`config.mk`:
```
export PLATFORM = sky130hd
export DESIGN_NAME = cordic_engine_param_flat
export DESIGN_NICKNAME = d
export VERILOG_FILES = /design/src/rtl/cordic_engine_param_if.sv /design/src/rtl/cordic_engine_param.sv /design/src/flat_wrapper.sv
export SDC_FILE = /design/constraint.sdc
export NUM_CORES = 1
export LEC_CHECK = 0
export CELL_PAD_IN_SITES_DETAIL_PLACEMENT = 1
export CELL_PAD_IN_SITES_GLOBAL_PLACEMENT = 1
export CORE_MARGIN = 4
export CORE_UTILIZATION = 49
export DETAILED_ROUTE_END_ITERATION = 7
export PLACE_DENSITY = 0.95
export SLEW_MARGIN = 40
export SYNTH_ARGS = -nofsm -noshare
export SYNTH_HDL_FRONTEND = slang
export SYNTH_SLANG_ARGS = --single-unit
```
`constraint.sdc`:
```
create_clock -name clk -period 8.3 [get_ports clk]
set_input_delay 1.66 -clock clk [delete_from_list [all_inputs] [get_ports clk]]
set_output_delay 1.66 -clock clk [all_outputs]
set_load 0.01 [all_outputs]
```
`src/rtl/cordic_engine_param_if.sv`:
```
// cordic_engine_param_if: operand/result handshake bundle for the CORDIC engine
interface cordic_engine_param_if #(parameter int DATA_W = 16, parameter int ANGLE_W = 16);
   logic in_valid, in_ready, mode, out_valid, out_ready, sat;
   logic signed [DATA_W-1:0] x_in, y_in, res_x, res_y;
   logic [ANGLE_W-1:0] angle_in, res_angle;
   modport master (
      output in_valid, mode, x_in, y_in, angle_in, out_ready,
      input in_ready, out_valid, res_x, res_y, res_angle, sat
   );
   modport slave (
      input in_valid, mode, x_in, y_in, angle_in, out_ready,
      output in_ready, out_valid, res_x, res_y, res_angle, sat
   );
endinterface

```
`src/rtl/cordic_engine_param.sv`:
```
// cordic_engine_param: iterative rotation/vectoring CORDIC, one micro-rotation per clock
module cordic_engine_param #(
   parameter int DATA_W = 16,
   parameter int ANGLE_W = 16,
   parameter int ITER = 16
) (
   input logic clk,
   input logic rst,
   cordic_engine_param_if.slave io
);
   localparam int XW = DATA_W + 2;
   localparam int IW = $clog2(ITER);
   localparam logic signed [XW+17:0] K = (XW+18)'(39797);
   localparam logic signed [XW+17:0] RND = (XW+18)'(32768);
   localparam logic signed [XW+1:0] VMAX = (XW+2)'((1 <<< (DATA_W-1)) - 1);
   localparam logic signed [XW+1:0] VMIN = (XW+2)'(-(1 <<< (DATA_W-1)));
   typedef enum logic [1:0] {IDLE, CALC, SCALE, DONE} state_t;
   state_t state;
   logic md;
   logic [IW-1:0] iter;
   logic signed [XW-1:0] x, y, xe, ye, x0, y0, xs, ys;
   logic [ANGLE_W-1:0] z, z0;
   logic [1:0] q;
   logic xn, dir;
   logic signed [XW+1:0] sx, sy;
   logic [ANGLE_W-1:0] atan_tab [ITER];
   function automatic logic [ANGLE_W-1:0] atan_val(input int i);
      return ANGLE_W'($rtoi($atan(1.0 / (2.0 ** i)) * (2.0 ** ANGLE_W) / (2.0 * 3.141592653589793) + 0.5));
   endfunction
   function automatic logic signed [XW+1:0] scale(input logic signed [XW-1:0] v);
      logic signed [XW+17:0] p;
      p = v * K + RND;
      return p[XW+17:16];
   endfunction
   function automatic logic [DATA_W-1:0] clamp(input logic signed [XW+1:0] s);
      return s > VMAX ? VMAX[DATA_W-1:0] : s < VMIN ? VMIN[DATA_W-1:0] : s[DATA_W-1:0];
   endfunction
   for (genvar i = 0; i < ITER; i++) begin : g_tab
      assign atan_tab[i] = atan_val(i);
   end
   // quadrant pre-rotation keeps the residual angle inside the CORDIC convergence range
   always_comb begin
      xe = XW'(io.x_in);
      ye = XW'(io.y_in);
      xn = io.x_in[DATA_W-1];
      q = io.angle_in[ANGLE_W-1 -: 2];
      x0 = io.mode ? (xn ? -xe : xe) : q == 2'd0 ? xe : q == 2'd1 ? -ye : q == 2'd2 ? -xe : ye;
      y0 = io.mode ? (xn ? -ye : ye) : q == 2'd0 ? ye : q == 2'd1 ? xe : q == 2'd2 ? -ye : -xe;
      z0 = io.mode ? (xn ? {1'b1, {(ANGLE_W-1){1'b0}}} : '0) : {2'b00, io.angle_in[ANGLE_W-3:0]};
      xs = x >>> iter;
      ys = y >>> iter;
      dir = md ? y[XW-1] : ~z[ANGLE_W-1];
      sx = scale(x);
      sy = scale(y);
   end
   always_ff @(posedge clk) begin
      if (rst) begin
         state <= IDLE;
         io.in_ready <= 1'b1;
         io.out_valid <= 1'b0;
         io.sat <= 1'b0;
         io.res_x <= '0;
         io.res_y <= '0;
         io.res_angle <= '0;
         md <= 1'b0;
         iter <= '0;
         x <= '0;
         y <= '0;
         z <= '0;
      end else begin
         case (state)
            IDLE: if (io.in_valid) begin
               md <= io.mode;
               x <= x0;
               y <= y0;
               z <= z0;
               iter <= '0;
               io.in_ready <= 1'b0;
               state <= CALC;
            end
            CALC: begin
               x <= dir ? x - ys : x + ys;
               y <= dir ? y + xs : y - xs;
               z <= dir ? z - atan_tab[iter] : z + atan_tab[iter];
               iter <= iter + 1'b1;
               if (iter == IW'(ITER-1)) state <= SCALE;
            end
            SCALE: begin
               io.res_x <= clamp(sx);
               io.res_y <= clamp(sy);
               io.sat <= (sx > VMAX) | (sx < VMIN) | (sy > VMAX) | (sy < VMIN);
               io.res_angle <= md ? z : '0;
               io.out_valid <= 1'b1;
               state <= DONE;
            end
            DONE: if (io.out_ready) begin
               io.out_valid <= 1'b0;
               io.in_ready <= 1'b1;
               state <= IDLE;
            end
         endcase
      end
   end
endmodule
```
`src/flat_wrapper.sv`:
```
// flat-port wrapper written by rule: the top's interface ports become plain ports
module cordic_engine_param_flat 
#(
   parameter int DATA_W = 16,
   parameter int ANGLE_W = 16,
   parameter int ITER = 16
)
  (clk, rst, io_in_valid, io_mode, io_x_in, io_y_in, io_angle_in, io_out_ready, io_in_ready, io_out_valid, io_res_x, io_res_y, io_res_angle, io_sat);
  cordic_engine_param_if #(.DATA_W(DATA_W), .ANGLE_W(ANGLE_W)) io_i ();
  input logic clk;
  input logic rst;
  input wire logic [$bits(io_i.in_valid)-1:0] io_in_valid;
  input wire logic [$bits(io_i.mode)-1:0] io_mode;
  input wire logic [$bits(io_i.x_in)-1:0] io_x_in;
  input wire logic [$bits(io_i.y_in)-1:0] io_y_in;
  input wire logic [$bits(io_i.angle_in)-1:0] io_angle_in;
  input wire logic [$bits(io_i.out_ready)-1:0] io_out_ready;
  output wire logic [$bits(io_i.in_ready)-1:0] io_in_ready;
  output wire logic [$bits(io_i.out_valid)-1:0] io_out_valid;
  output wire logic [$bits(io_i.res_x)-1:0] io_res_x;
  output wire logic [$bits(io_i.res_y)-1:0] io_res_y;
  output wire logic [$bits(io_i.res_angle)-1:0] io_res_angle;
  output wire logic [$bits(io_i.sat)-1:0] io_sat;
  assign io_i.in_valid = io_in_valid;
  assign io_i.mode = io_mode;
  assign io_i.x_in = io_x_in;
  assign io_i.y_in = io_y_in;
  assign io_i.angle_in = io_angle_in;
  assign io_i.out_ready = io_out_ready;
  assign io_in_ready = io_i.in_ready;
  assign io_out_valid = io_i.out_valid;
  assign io_res_x = io_i.res_x;
  assign io_res_y = io_i.res_y;
  assign io_res_angle = io_i.res_angle;
  assign io_sat = io_i.sat;
  cordic_engine_param #(.DATA_W(DATA_W), .ANGLE_W(ANGLE_W), .ITER(ITER)) u_core (.clk(clk), .rst(rst), .io(io_i));
endmodule
```
# After elaboration in Yosys (flattened, before gate mapping)
# Memory sizes are Yosys's and may differ from the RTL's.
# Index checks and enable logic that the tools add are counted.
[word_totals]
register_bits = 110
rom_bits = 256
in_bits = 53
wordCells = 97
mem_count = 1
[mem_list]
columns = ["memory", "depth", "word_bits", "rd", "rd_clocked_by_memory_dff", "wr", "line", "rtl"]
rows = [
  ["(no name shown)", 16, 16, 1, 0, 0, "cordic_engine_param.sv:84", "z <= dir ? z - atan_tab[iter] : z + atan_tab[iter];"],
]
[classes]
n_addsub = 11
mul = 2
n_lt_le_gt_ge = 5
eq_ne = 9
n_shift = 2
mux = 40
n_bitwise = 5
reduce_logical = 10
[op_table]
columns = ["cell", "count"]
rows = [
  ["$mux W18", 14],
  ["$mux W16", 11],
  ["$add A36 B17 Y36 const B", 2],
  ["$pmux W18 S2", 2],
  ["$mul A18 B17 Y35 const B", 2],
  ["$gt A20 B16 Y1 const B", 2],
  ["$lt A20 B16 Y1 const B", 2],
  ["$add A18 B18 Y18", 2],
  ["$neg A16 Y18", 2],
  ["$sshr A18 B4 Y18", 2],
  ["$sub A18 B18 Y18", 2],
  ["$pmux W16 S2", 1],
  ["$add A16 B16 Y16", 1],
  ["$sub A16 B16 Y16", 1],
  ["$pmux W2 S4", 1],
  ["$pmux W4 S2", 1],
  ["$eq A2 B2 Y1 const B", 3],
  ["$mux W2", 3],
  ["$reduce_and A2 Y1", 3],
  ["$reduce_and A3 Y1", 2],
  ["$reduce_bool A2 Y1", 3],
  ["$ge A5 B5 Y1 const B", 1],
  ["$not A4 Y5", 1],
  ["$add A4 B1 Y4 const B", 1],
  ["other kinds (10)", 19],
]

# Longest topological paths before layout
# Gate-level depths: netlist (run 1).
[depth]
word_depth = 7
ltp_mapped = 28
mapped_depth_nobuf = 27

# Worst setup path after synthesis (run 1)
# Ideal clock, no wire load.
[synth_timing]
path_type = "flip-flop to flip-flop"
start = "register u_core.x[17]"
end = "register u_core.io.res_x[9]"
setup_time_ps = 141
arrival_ps = 7188
t_required_ps = 8159
slack_ps = 971
stages_incl_launch_ff = 26
n_path_buf = 2
cell_sequence = "dfxtp_1 -> ha_1 -> fa_1 -> inv_1 -> fa_1 -> fa_1 -> fa_1 -> inv_1 -> fa_1 -> inv_1 -> ha_1 -> buf_2 -> nand4_1 -> or4_4 -> a2111oi_4 -> or3_1 -> nand3_2 -> nor4_4 -> or4b_4 -> nor4_2 -> xor2_1 -> o21ai_2 -> o2111ai_2 -> buf_6 -> a21oi_2 -> nor3_2"
[synth_between]
elab_chain_len = 5
elab_cells_between_ends = 6
classes_between = "add/sub: 1; mul: 1; order compare: 2; mux: 2"
[synth_rtl]
columns = ["item", "line", "rtl"]
rows = [
  ["from (decl)", "cordic_engine_param.sv:21", "logic signed [XW-1:0] x, y, xe, ye, x0, y0, xs, ys;"],
  ["from (signal assigned)", "cordic_engine_param.sv:82", "x <= dir ? x - ys : x + ys;"],
  ["$mul A18 B17 Y35 *", "cordic_engine_param.sv:32", "p = v * K + RND;"],
  ["$add A36 B17 Y36 *", "cordic_engine_param.sv:32", ""],
  ["$lt A20 B16 Y1", "cordic_engine_param.sv:36", "return s > VMAX ? VMAX[DATA_W-1:0] : s < VMIN ? VMIN[DATA_W-1:0] : s[DATA_W-1:0];"],
  ["$mux W16", "cordic_engine_param.sv:36", ""],
  ["$mux W16 *", "cordic_engine_param.sv:36", ""],
  ["to (signal assigned)", "cordic_engine_param.sv:89", "io.res_x <= clamp(sx);"],
  ["to (decl)", "cordic_engine_param_if.sv:12", "output in_ready, out_valid, res_x, res_y, res_angle, sat"],
]
# Mark *: on every way between the ends. The rest lies on a longest branch, timed or not.
# A chain may end at the register's enable or synchronous reset.

# Worst setup path after layout (run 1)
[layout_timing]
start = "register u_core.x[14]"
end = "register u_core.io.res_x[4]"
# Same word-level chain as after synthesis.

==> results of run 1 <==
## sequential cells by signal, summed over array words and instances, names as in the netlist
signal,flops
u_core.x,18
u_core.y,18
u_core.io.res_angle,16
u_core.io.res_x,16
u_core.io.res_y,16
u_core.z,16
u_core.iter,4
u_core.state,2
u_core.io.in_ready,1
u_core.io.out_valid,1
u_core.io.sat,1
u_core.md,1
## worst reg2reg max path, cell delays in order (launching register included)
cell       delay (ns)
dfxtp_1          0.70
ha_1             0.40
fa_1             0.52
fa_1             0.59
fa_1             0.46
fa_1             0.53
inv_1            0.06
fa_1             0.49
inv_1            0.05
ha_1             0.43
nand2_1          0.14
o21ai_0          0.33
nor3_1           0.12
a2111oi_0        0.52
o2bb2ai_1        0.24
nor4_4           0.39
or4b_4           0.57
nor4_2           0.30
xor2_1           0.12
o21ai_2          0.22
o2111ai_4        0.33
a21oi_1          0.26
nor3_1           0.08
## per-layer routing
metal	vias up	global-route usage [%]	wire length [um]
met5	-	0	16
met4	2	12.8	4040
met3	283	4.16	5510
met2	1010	56.2	45600
met1	11900	37.3	33600
li1	10400	-	-
## timing repair
item / in CTS / in global routing
resized for setup: 4 / 16
buffers inserted: 0 / 0
setup endpoints to repair: 16 / 31
pin swaps: 0 / 0
## layout by cell type, fill, tap and decap left out, drive strengths merged, types with 19 or more instances in the layout
cell / instances
nor2b: 19
a31oi: 23
nor2: 222
o211ai: 20
o21ai: 128
mux2i: 31
nand3: 65
xor2: 72
clkdlybuf4s50: 100
nand2: 204
nor3: 84
dfxtp: 110
nand2b: 43
a21oi: 187
ha: 347
a21o: 33
or3: 27
xnor2: 101
and3: 22
inv: 482
a211oi: 66
a221oi: 33
mux4: 52
buf: 51
fa: 275
## cell type report
type | count | area [um^2] | area share, %
clock inverters | 6 | 86.3 | 0.314
clock buffers | 10 | 229 | 0.832
repair buffers | 151 | 1380 | 5.00
inverters | 482 | 1810 | 6.57
well taps | 680 | 851 | 3.09
multi-input cells | 2290 | 21000 | 76.1
flip-flops and latches | 110 | 2220 | 8.05
## cells by family (layout without fill, tap and decap cells)
kind of cell / Yosys count / count (layout) / share of synthesized area, %
simple gates: 769 / 769 / 14.7
compound gates: 631 / 631 / 16.3
buf+inv: 627 / 649 / 9.37
fa+ha+maj: 623 / 623 / 38.8
xor+xnor: 173 / 173 / 5.96
flops: 110 / 110 / 8.66
mux: 94 / 94 / 6.31
## worst min-delay path by stage
stage	slack [ns]	startpoint	to
global route	0.49	u_core.io.res_angle[11]$_SDFFE_PP0P_	u_core.io.res_angle[11]$_SDFFE_PP0P_
floorplan	0.45	u_core.z[14]$_SDFFE_PP0P_	u_core.z[14]$_SDFFE_PP0P_
global placement	0.46	u_core.io.res_angle[4]$_SDFFE_PP0P_	u_core.io.res_angle[4]$_SDFFE_PP0P_
CTS	0.47	u_core.io.res_angle[11]$_SDFFE_PP0P_	u_core.io.res_angle[11]$_SDFFE_PP0P_
finish	0.47	u_core.io.res_angle[11]$_SDFFE_PP0P_	u_core.io.res_angle[11]$_SDFFE_PP0P_
detailed placement	0.46	u_core.io.res_angle[11]$_SDFFE_PP0P_	u_core.io.res_angle[11]$_SDFFE_PP0P_
## metrics by stage
step / utilization, % / instance area, um^2 / hold WS, ns / instances
6_report: 53.7 / 27500 / 0.474 / 3729
5_1_grt: 53.7 / 27500 / 0.492 / 3729
4_1_cts: 53.5 / 27500 / 0.473 / 3728
3_5_place_dp: 52.9 / 27100 / 0.464 / 3712
3_3_place_gp: 52.9 / 27100 / 0.457 / 3712
2_1_floorplan: - / 25400 / 0.450 / 3027
==> results.md, run 1 <==
- WP data required: 8.56 ns
- Distinct cells, synth: 89
- Relative slew slack: 33.2%
- Final WL: 88.7 mm
- Area leader, netlist: fa_1
- Residual DRC: 0
- Die area: 55600 um^2
- Synthesized net count: 3702
- ANT nets after route: 0
- Area share of the largest cell type after synthesis: 21.6%
- Yosys reg bits: 110
- Syn Inst Count: 3027
- CTS root buffer: clkbuf_16
- Max incr delay on CP: 0.70 ns
- Via Count: 23500
- Worst-path clk slew: 0.09 ns
- Post-Syn Area: 25400 um^2
- CP most frequent cell: fa_1
- Boundary Pins: 104
- Worst Hold Depth: 2
- Top FF cell, synth: dfxtp_1
- Initial antenna violation count: 1
- R2r setup slk: 0.28 ns
- Fillcell total: 6182
- Max-slew violation total from the final report: 0
- Syn_area_per_cell: 8.40 um^2
- FF-to-FF path depth: 22
- CTS tree: built
- Crit path cell chain: ha_1 -> fa_1 -> fa_1 -> fa_1 -> fa_1 -> inv_1 -> fa_1 -> inv_1 -> ha_1 -> nand2_1 -> o21ai_0 -> nor3_1 -> a2111oi_0 -> o2bb2ai_1 -> nor4_4 -> or4b_4 -> nor4_2 -> xor2_1 -> o21ai_2 -> o2111ai_4 -> a21oi_1 -> nor3_1
- Fmax: 125 MHz
- Worst Tran Pin Value: 0.999 ns
- Core region area: 51300 um^2
- Max_cap viols: 0
- Post-synthesis sequential area ratio: 8.66%
- Setup TNS: 0 ns
- Top-count cell post-synth: inv_1
- First-pass DRT Iterations: 6
- Vias per Instance: 6.31
- Most common library cells after synthesis: inv_1, ha_1, fa_1
- Crit. End Element: register
- Startpoint types: register
- FF-to-FF Start: u_core.x[14]$_SDFFE_PP0P_
- Routed len/inst: 23.8 um
- FP Rows: 83
- GPL Wtd Cong: 1.00
- Global-route usage over all layers: 31.1%
- Largest net degree at the start of global routing: 82
- Pre-CTS setup slack: -0.105 ns
- Clock Path Buffers: 2
- Clock skew: 0.0153 ns
- HPWL Detailed: 71.2 mm
- Initial Util: 49.6%
- Critical path's slowest cell: dfxtp_1
- RSZ-0062 raised after global routing: no
- R2R Path End: u_core.io.res_x[4]$_SDFFE_PP0P_
- Num CTS Buffers: 9
- Final worst slack: 0.277 ns
- # diodes: 0
- Min-delay worst type: reg2reg
- Total gr overflow: 0
- FFs w/ async S/R, synth: 0%
- First-pass GRT wire length: 140 mm
- Syn. warnings: 0
- Die Wd: 236 um
- Tcrit/Tclk final: 96.7%
- Hold_buf cts: 0
- Vias in the first global route: 25600
- H-tree depth: 3
- Worst path depth: 22
- Post-synth EDFFs: 0
- DIE HEIGHT: 236 um
- Outcome: finished clean
- Buffers & Inverters on Critical Path: 2
- Post-route minimum period: 8.02 ns
- # nets final: 3719
- Critical path startpoint: u_core.x[14]$_SDFFE_PP0P_
- Crit-path max FO: 14
- CP Class: reg2reg
- Delay-heaviest family, CP: adder cells
- Synth top area cells: fa_1, ha_1, dfxtp_1
- Final Hold Fails: 0
- Final setup violation count: 0
- CP arrival: 8.28 ns
- Initial drt markers: 2146
- Area grow syn2layout: 8.26%
- CP Capture Point: u_core.io.res_x[4]$_SDFFE_PP0P_
- Clock latency on the worst-skew pair: 0.42 ns
- IO Port Bufs: 103
- Share of cells above drive strength 1: 6.95%
- CTS sink cnt: 110
Power of run 1 is left out: the tool's default activity adds up to more than one toggle a clock period on the data nets, which glitch-free logic cannot reach.
==> inputs of run 2 (changes only) <==
- clock period: 8.3 -> 8.5 ns (I/O delays scaled with it)
==> results.md, run 2 (synthesis results as in run 1) <==
- Outcome: finished clean
- Startpoint types: register
- Worst hold path endpoint: u_core.io.res_angle[0]$_SDFFE_PP0P_
- Residual DRC: 0 (unchanged)
- Fillcell total: 6168 (-0.23%)
- DIE HEIGHT: 236 um (unchanged)
- Routed len/inst: 23.4 um (-1.6%)
- Area of the multi-input gates: 20900 um^2 (-0.25%)
- Largest net degree at the start of global routing: 82 (unchanged)
- Initial drt markers: 1864 (-13%)
- Max incr delay on CP: 0.86 ns (+0.16 ns)
- ANT nets after route: 0 (unchanged)
- Worst Tran Pin Value: 0.845 ns (-0.155 ns)
- Hold_buf cts: 0 (unchanged)
- Boundary Pins: 104 (unchanged)
- CP Class: reg2reg
- Min-delay worst type: reg2reg
- Clock skew: 0.00960 ns (-0.00574 ns)
- CTS sink cnt: 110 (unchanged)
- FF-to-FF path depth: 24 (+9.1%)
- Hold Startpoint: u_core.io.res_angle[0]$_SDFFE_PP0P_
- Area grow syn2layout: 7.90%
- HPWL Detailed: 70.1 mm (-1.5%)
- WP data required: 8.81 ns (+0.25 ns)
- Die area: 55600 um^2 (unchanged)
- Post-CTS setup buffer count: 0 (unchanged)
- CTS root buffer: clkbuf_16
- Critical path's slowest cell: dfxtp_1
- GPL Wtd Cong: 1.01 (+1.2%)
- Worst Hold Depth: 2 (unchanged)
- CP arrival: 8.43 ns (+0.15 ns)
- Global-route usage over all layers: 30.6% (-0.54 points)
- Initial antenna violation count: 1 (unchanged)
- R2r setup slk: 0.38 ns (+0.10 ns)
- Crit-path max FO: 16 (+2)
- Post-route minimum period: 8.12 ns (+0.0983 ns)
- Tcrit/Tclk final: 95.5% (-1.1 points)
- Most frequent cells in the layout: inv_1, ha_1, fa_1
- Final Hold Fails: 0 (unchanged)
- Crit. End Element: register
- Final setup violation count: 0 (unchanged)
- Leading cell type in the layout, fill and taps excluded: inv_1
- Fmax: 123 MHz (-1.2%)
- CP most frequent cell: fa_1
- Max_cap viols: 0 (unchanged)
- Max-slew violation total from the final report: 0 (unchanged)
- Setup TNS: 0 ns (unchanged)
- Initial Util: 49.6% (unchanged)
- Die Wd: 236 um (unchanged)
- Vias per Instance: 6.23 (-1.4%)
- Total gr overflow: 0 (unchanged)
- Register area: 2220 um^2 (+0.28%)
- Final WL: 87.2 mm (-1.7%)
- Clock Path Buffers: 2 (unchanged)
- Buffers & Inverters on Critical Path: 4 (+2)
- FF-to-FF Start: u_core.y[14]$_SDFFE_PP0P_
- Vias in the first global route: 25300 (-0.99%)
- Core region area: 51300 um^2 (unchanged)
- Critical path startpoint: u_core.y[14]$_SDFFE_PP0P_
- Share of cells above drive strength 1: 6.80% (-0.15 points)
- Util after Layout: 53.5% (-0.18 points)
- First-pass GRT wire length: 138 mm (-1.8%)
- R2R Path End: u_core.io.res_y[14]$_SDFFE_PP0P_
- Final instance count without filler cells: 3724 (-0.13%)
- IO Port Bufs: 103 (unchanged)
- FP Rows: 83 (unchanged)
- RSZ-0062 raised after global routing: no
- # nets final: 3713 (-0.16%)
- Via Count: 23200 (-1.5%)
- CTS tree: built
- Clock latency on the worst-skew pair: 0.41 ns (about the same)
- Delay-heaviest family, CP: adder cells
- Num CTS Buffers: 9 (unchanged)
- Top flop regs: u_core.x (18), u_core.y (18)
- Relative slew slack: 43.7% (+10 points)
- First-pass DRT Iterations: 5 (-1)
- Worst-path clk slew: 0.09 ns (about the same)
- Crit path cell chain: ha_1 -> inv_1 -> fa_1 -> inv_1 -> fa_1 -> fa_1 -> fa_1 -> inv_1 -> fa_1 -> inv_1 -> ha_1 -> nand4_1 -> nor3_1 -> and2_1 -> a22oi_2 -> nand3_1 -> xor2_1 -> or4bb_1 -> nor4_2 -> maj3_1 -> o21ai_1 -> a21bo_2 -> nand2_1 -> a211oi_1
- Placed insts: 3705 (-0.19%)
- H-tree depth: 3 (unchanged)
## run 2: cell types whose count changed in the layout (fill, tap and decap cells not counted), sizes merged
cell      before  now
diode          0    1
clkbuf        10   11
buf           51   45
inv          482  481
clkinvlp       0    1
bufinv         1    0
## run 2: per-stage QoR
step / area (um^2) / worst slack [ns] / hold WS [ns]
2_1_floorplan: 25400 / 1.17 / 0.450
3_3_place_gp: 27100 / 0.450 / 0.456
3_5_place_dp: 27100 / -0.00489 / 0.462
4_1_cts: 27400 / 0.161 / 0.476
5_1_grt: 27400 / 0.0178 / 0.498
6_report: 27400 / 0.379 / 0.477
## run 2: per-layer routing
metal	share of wire (%)	global-route usage [%]	vias to the layer above
li1	-	-	10300
met1	38	36.5	11600
met2	51	54.2	922
met3	6.0	4.62	270
met4	5.1	14.2	0
met5	0	0	-
## run 2: tightest hold or removal path, delay by kind of cell, from the launching register on
kind | cells | cell delay [ns]
flops | 1 | 0.32
simple gates | 1 | 0.07
compound gates | 1 | 0.05
## run 2: repair_timing
| item | in CTS | in global routing |
|---|---|---|
| setup endpoints to repair | 5 | 31 |
| endpoints found under the hold margin | 0 | 0 |
| resized for setup | 1 | 18 |
## run 2: final cells by class
cell class                      instances  share of cell area (%)
Clock buffer                           11                   0.884
Tap cell                              680                    3.10
Clock inverter                          5                   0.191
Antenna cell                            1                 0.00912
Inverter                              482                    6.59
Timing Repair Buffer                  145                    4.91
Multi-Input combinational cell       2290                    76.2
Sequential cell                       110                    8.10
## run 2: how the worst max path moves through the flow
| stage | to | cells after the start |
|---|---|---|
| 5_1_grt | u_core.io.res_x[1]$_SDFFE_PP0P_ | 24 |
| 4_1_cts | u_core.io.res_x[1]$_SDFFE_PP0P_ | 24 |
| 3_5_place_dp | u_core.io.res_x[1]$_SDFFE_PP0P_ | 24 |
| 6_report | u_core.io.res_y[14]$_SDFFE_PP0P_ | 24 |
| 2_1_floorplan | u_core.io.res_x[9]$_SDFFE_PP0P_ | 25 |
| 3_3_place_gp | u_core.io.res_x[3]$_SDFFE_PP0P_ | 24 |
Power of run 2 is left out for the same reason.
